$ cat src/rtl/alu_pkg.sv
// Shared definitions for the ALU command sequencer: unit selects and controller states.
package alu_pkg;

  localparam logic [1:0] UNIT_ARITH = 2'b00;
  localparam logic [1:0] UNIT_LOGIC = 2'b01;
  localparam logic [1:0] UNIT_CMP   = 2'b10;
  localparam logic [1:0] UNIT_SHIFT = 2'b11;

  typedef enum logic [1:0] {
    ST_IDLE  = 2'd0,
    ST_ISSUE = 2'd1,
    ST_WAIT  = 2'd2,
    ST_DONE  = 2'd3
  } state_e;

endpackage

$ cat src/rtl/alu_unit_decoder.sv
// Turns a unit select plus issue strobe into one-hot enables and returns the
// selected unit's flag and zero-extended result.
module alu_unit_decoder
  import alu_pkg::*;
#(
  parameter int IN_DATA_WD = 16,
  parameter int RES_WD     = 2 * IN_DATA_WD
) (
  input  logic [1:0]            unit_sel,
  input  logic                  issue,
  input  logic                  arith_flag,
  input  logic                  logic_flag,
  input  logic                  cmp_flag,
  input  logic                  shift_flag,
  input  logic [RES_WD-1:0]     arith_out,
  input  logic [IN_DATA_WD-1:0] logic_out,
  input  logic [IN_DATA_WD-1:0] cmp_out,
  input  logic [IN_DATA_WD-1:0] shift_out,
  output logic                  arith_en,
  output logic                  logic_en,
  output logic                  cmp_en,
  output logic                  shift_en,
  output logic                  sel_flag,
  output logic [RES_WD-1:0]     sel_out
);

  always_comb begin
    arith_en = 1'b0;
    logic_en = 1'b0;
    cmp_en   = 1'b0;
    shift_en = 1'b0;
    sel_flag = 1'b0;
    sel_out  = '0;
    case (unit_sel)
      UNIT_ARITH: begin
        arith_en = issue;
        sel_flag = arith_flag;
        sel_out  = arith_out;
      end
      UNIT_LOGIC: begin
        logic_en = issue;
        sel_flag = logic_flag;
        sel_out  = RES_WD'(logic_out);
      end
      UNIT_CMP: begin
        cmp_en   = issue;
        sel_flag = cmp_flag;
        sel_out  = RES_WD'(cmp_out);
      end
      UNIT_SHIFT: begin
        shift_en = issue;
        sel_flag = shift_flag;
        sel_out  = RES_WD'(shift_out);
      end
      default: ;
    endcase
  end

endmodule

$ cat src/rtl/alu_op_sequencer.sv
// Command sequencer for the ALU units: accepts a command, pulses one unit enable,
// waits (bounded) for that unit's flag and returns the captured result.
module alu_op_sequencer
  import alu_pkg::*;
#(
  parameter int IN_DATA_WD = 16,
  parameter int RES_WD     = 2 * IN_DATA_WD,
  parameter int TIMEOUT    = 8
) (
  input  logic                  CLK,
  input  logic                  RST,
  input  logic [IN_DATA_WD-1:0] IN_A,
  input  logic [IN_DATA_WD-1:0] IN_B,
  input  logic [3:0]            IN_FUN,
  input  logic                  IN_VALID,
  output logic                  IN_READY,
  output logic [IN_DATA_WD-1:0] A,
  output logic [IN_DATA_WD-1:0] B,
  output logic [1:0]            ALU_FUN,
  output logic                  ARITH_EN,
  output logic                  LOGIC_EN,
  output logic                  CMP_EN,
  output logic                  SHIFT_EN,
  input  logic [RES_WD-1:0]     ARITH_OUT,
  input  logic [IN_DATA_WD-1:0] LOGIC_OUT,
  input  logic [IN_DATA_WD-1:0] CMP_OUT,
  input  logic [IN_DATA_WD-1:0] SHIFT_OUT,
  input  logic                  ARITH_FLAG,
  input  logic                  LOGIC_FLAG,
  input  logic                  CMP_FLAG,
  input  logic                  SHIFT_FLAG,
  output logic [RES_WD-1:0]     RESULT,
  output logic                  RES_ERR,
  output logic                  OUT_VALID,
  input  logic                  OUT_READY
);

  localparam int                CNT_WD   = $clog2(TIMEOUT + 1);
  localparam logic [CNT_WD-1:0] CNT_LAST = CNT_WD'(TIMEOUT - 1);

  state_e              state_q, state_d;
  logic [1:0]          unit_sel_q;
  logic [CNT_WD-1:0]   cnt_q;
  logic                accept, capture, timeout, cnt_clr, cnt_inc;
  logic                sel_flag;
  logic [RES_WD-1:0]   sel_out;

  alu_unit_decoder #(
    .IN_DATA_WD (IN_DATA_WD),
    .RES_WD     (RES_WD)
  ) u_decoder (
    .unit_sel   (unit_sel_q),
    .issue      (state_q == ST_ISSUE),
    .arith_flag (ARITH_FLAG),
    .logic_flag (LOGIC_FLAG),
    .cmp_flag   (CMP_FLAG),
    .shift_flag (SHIFT_FLAG),
    .arith_out  (ARITH_OUT),
    .logic_out  (LOGIC_OUT),
    .cmp_out    (CMP_OUT),
    .shift_out  (SHIFT_OUT),
    .arith_en   (ARITH_EN),
    .logic_en   (LOGIC_EN),
    .cmp_en     (CMP_EN),
    .shift_en   (SHIFT_EN),
    .sel_flag   (sel_flag),
    .sel_out    (sel_out)
  );

  assign IN_READY  = (state_q == ST_IDLE);
  assign OUT_VALID = (state_q == ST_DONE);

  always_comb begin
    state_d = state_q;
    accept  = 1'b0;
    capture = 1'b0;
    timeout = 1'b0;
    cnt_clr = 1'b0;
    cnt_inc = 1'b0;
    case (state_q)
      ST_IDLE: begin
        if (IN_VALID) begin
          accept  = 1'b1;
          state_d = ST_ISSUE;
        end
      end
      ST_ISSUE: begin
        cnt_clr = 1'b1;
        state_d = ST_WAIT;
      end
      ST_WAIT: begin
        // A flag on the final allowed cycle still wins over the timeout.
        if (sel_flag) begin
          capture = 1'b1;
          state_d = ST_DONE;
        end else if (cnt_q == CNT_LAST) begin
          timeout = 1'b1;
          state_d = ST_DONE;
        end else begin
          cnt_inc = 1'b1;
        end
      end
      ST_DONE: begin
        if (OUT_READY) state_d = ST_IDLE;
      end
      default: state_d = ST_IDLE;
    endcase
  end

  always_ff @(posedge CLK) begin
    if (!RST) begin
      state_q    <= ST_IDLE;
      unit_sel_q <= '0;
      A          <= '0;
      B          <= '0;
      ALU_FUN    <= '0;
      cnt_q      <= '0;
      RESULT     <= '0;
      RES_ERR    <= 1'b0;
    end else begin
      state_q <= state_d;
      if (accept) begin
        A          <= IN_A;
        B          <= IN_B;
        ALU_FUN    <= IN_FUN[1:0];
        unit_sel_q <= IN_FUN[3:2];
      end
      if (cnt_clr)      cnt_q <= '0;
      else if (cnt_inc) cnt_q <= cnt_q + CNT_WD'(1);
      if (capture) begin
        RESULT  <= sel_out;
        RES_ERR <= 1'b0;
      end else if (timeout) begin
        RESULT  <= '0;
        RES_ERR <= 1'b1;
      end
    end
  end

endmodule

$ cat config.mk
export PLATFORM = sky130hd
export DESIGN_NAME = alu_op_sequencer
export DESIGN_NICKNAME = d
export VERILOG_FILES = /design/src/rtl/alu_pkg.sv /design/src/rtl/alu_unit_decoder.sv /design/src/rtl/alu_op_sequencer.sv
export SDC_FILE = /design/constraint.sdc
export NUM_CORES = 1
export LEC_CHECK = 0
export CAP_MARGIN = 10
export CORE_MARGIN = 2
export CORE_UTILIZATION = 38
export CTS_CLUSTER_DIAMETER = 150
export DETAILED_ROUTE_END_ITERATION = 12
export GPL_TIMING_DRIVEN = 1
export PLACE_DENSITY = 0.81
export SYNTH_ARGS = -nofsm -noshare
export SYNTH_HDL_FRONTEND = slang
export SYNTH_HIERARCHICAL = 1
export SYNTH_SLANG_ARGS = --single-unit
$ cat constraint.sdc
create_clock -name CLK -period 2.4 [get_ports CLK]
set_input_delay 0.48 -clock CLK [delete_from_list [all_inputs] [get_ports CLK]]
set_output_delay 0.48 -clock CLK [all_outputs]
set_load 0.03 [all_outputs]
==> metrics.cfg <==
[run_status]
status = completed

[sta]
finalWorstSetupSlack_ns = 0.173
setup_viol = 0
rsz0062_at_grt = false
slew_headroom_pct = 67.9
min_period_over_period_pct = 92.8
final_max_slew_viol_count = 0
fin_skew_ns = 0.00926
final.min_clock_period_ns = 2.23
finalHoldViolCount = 0
worst_pin_slew_ns = 0.481
tns_ns = 0
fmax_mhz = 449

[drt]
first_pass_iters = 4
viasPerCell = 5.21
wl_per_cell_um = 16.3
first_iter_violations = 111
vias = 3265
wl_um = 10200
drc = 0
ant_nets = 0

[clock_tree]
cts.sink_count = 75
cts_root_buf = clkbuf_8
cts_setup_buffers = 0
htreeDepth = 3
clk-insertion-delay-late_ns = 0.34
ctsHoldBuffers = 0
path_clk_slew_ns = 0.08
clock_tree.buffer_depth = 2
cts_resized = 1
tritoncts = done
cts_buffers = 9

[worst_setup_path]
arrival_ns = 1.75
crit_family = buffers and inverters
critPathRequiredTime_ns = 1.92
rr_worst_depth = 4
crit_cells = 3
reg2reg_from = unit_sel_q[0]
path_max_fanout = 4
path_buf_inv = 2
cp-end-kind = primary output
worstPathCellList = inv_1 > ha_1 > clkdlybuf4s50_1
cp_slowest_stage_delay_ns = 0.70
criticalPathCategory = flip-flop to primary output
r2r_setup_slack_ns = 0.50
timing.rr.end = cnt_q[3]
crit_path_top_delay_cell = clkdlybuf4s50_1
start_kind = flip-flop

[finish]
ff_latch_area_um2 = 1500
multi_input_area_um2 = 1700
area_growth_pct = 67.8
fillers = 714
diodes = 0
drive_above_1_share_pct = 8.29
fin_nets = 644

[yosys]
yosysMostFrequentCell = nand2_1
synthArstFlopShare_pct = 0
syn_nets = 455
synth_area_per_cell_um2 = 10.4
synth_cells = 325
synth_edf_count = 0
synth-main-ff-cell = dfxtp_1
synth-seq-cells = 75
synth.yosys.seq_area_share_pct = 44.5
yosys_warnings = 6
yosysTopAreaCell = dfxtp_1
synth_top_area_share_pct = 44.5
synth_common_cells = 78 x nand2_1, 75 x dfxtp_1, 36 x a21boi_0
netlist_area_um2 = 3370
netlist_top_cells_area = dfxtp_1 45%, a32o_1 9.5%, nand2_1 8.7%
ys_types = 30

[place]
port_buffers = 196
gp_congestion = 0.835
dp_hpwl_um = 7790
dpl_worst_slack_ns = 0.102

[floorplan]
coreArea_um2 = 8680
die_height_um = 98.2
row_count = 34
die_area_um2 = 9640
dieWidth_um = 98.2
initial_core_util_pct = 38.8
pin_count = 197

[global_routing]
antenna_found_initial = 0
grt_max_degree = 40
grt_pass1_wl_um = 16600
grt_overflow_total = 0
grt_pass1_vias = 3382
gr-usage-all-layers_pct = 21.4

[worst_hold_path]
hold_start = RST
min_to = RESULT[15]
hp-class = input pin to flip-flop
min_path_cells = 2

[power_and_ir_drop]
leakage_nw = 2.08
p_per_area_nw_per_um2 = 808
peakVddDrop_mv = 0.473

[job]
maxCapViolCount = 0

==> worst register-to-register path, delay by kind of cell (launching register included) <==
| family | cells | cell delay [ns] |
|---|---|---|
| and+or+nand+nor | 2 | 0.65 |
| muxes | 1 | 0.60 |
| DFF | 1 | 0.45 |
| AOI/OAI and AO/OA | 1 | 0.15 |
==> power by group <==
part           internal [W]  switching [W]
Clock              0.000646       0.000472
Combinational      0.000865        0.00102
Sequential          0.00144       0.000121
Total               0.00295        0.00162
==> registers in the layout, summed over array words and instances (netlist names) <==
signal      count
cnt_q           4
A              16
unit_sel_q      2
B              16
ALU_FUN         2
RESULT         32
RES_ERR         1
state_q         2
==> layout make-up <==
type / instances / area share, %
tap: 108 / 2.39
multi-input combinational: 216 / 30.0
clock inverter: 5 / 1.48
clock buffer: 11 / 2.68
timing repair buffer: 208 / 36.6
sequential: 75 / 26.6
inverter: 4 / 0.265
==> layout by cell type, fill, tap and decap left out, types with 2 or more instances in the layout <==
master,count
nand3_1,2
clkinvlp_4,2
and3b_1,2
a21boi_0,36
inv_1,4
nand2b_1,2
a32o_1,32
nor3b_1,17
buf_12,2
mux4_1,8
bufinv_16,2
ha_1,6
buf_4,12
mux2i_1,2
dfxtp_1,74
clkbuf_8,11
nand2_1,78
and3_1,2
o21ai_0,4
clkdlybuf4s50_1,191
a21oi_1,5
mux4_2,9
nor2_1,2
==> per-stage QoR <==
stage	instances	util [%]	total power, W	hold WS, ns	cell area [um^2]
after floorplan	325	-	0.00270	0.440	3370
after global placement	611	62.4	0.00344	0.449	5420
after detailed placement	611	62.4	0.00350	0.458	5420
after CTS	627	65.1	0.00462	0.444	5650
after global routing	627	65.2	0.00484	0.453	5660
final	627	65.2	0.00457	0.461	5660
==> per-layer routing <==
metal	share of wire, %	GRT usage [%]	vias to the layer above
met5	0	0	-
met4	1.7	7.69	0
met3	9.0	6.51	14
met2	52	37.6	140
met1	38	24.6	1544
li1	-	-	1567
==> worst max path at each step <==
| stage | startpoint | to | slack, ns |
|---|---|---|---|
| 2_1_floorplan | unit_sel_q[0] | cnt_q[3] | 0.43 |
| 3_3_place_gp | SHIFT_FLAG | cnt_q[3] | 0.14 |
| 3_5_place_dp | CMP_FLAG | cnt_q[3] | 0.10 |
| 4_1_cts | state_q[1] | LOGIC_EN | 0.01 |
| 5_1_grt | state_q[1] | IN_READY | 0.09 |
| 6_report | state_q[0] | IN_READY | 0.17 |
==> cells by family after synthesis <==
kind of cell / count (synthesis) / synth area share, %
AOI/OAI and AO/OA: 80 / 19.7
DFF: 75 / 44.5
muxes: 19 / 12.8
and+or+nand+nor: 111 / 15.6
adders and majority gates: 6 / 2.23
buffers and inverters: 34 / 5.05
No activity file was read; power rests on OpenSTA's default activity.
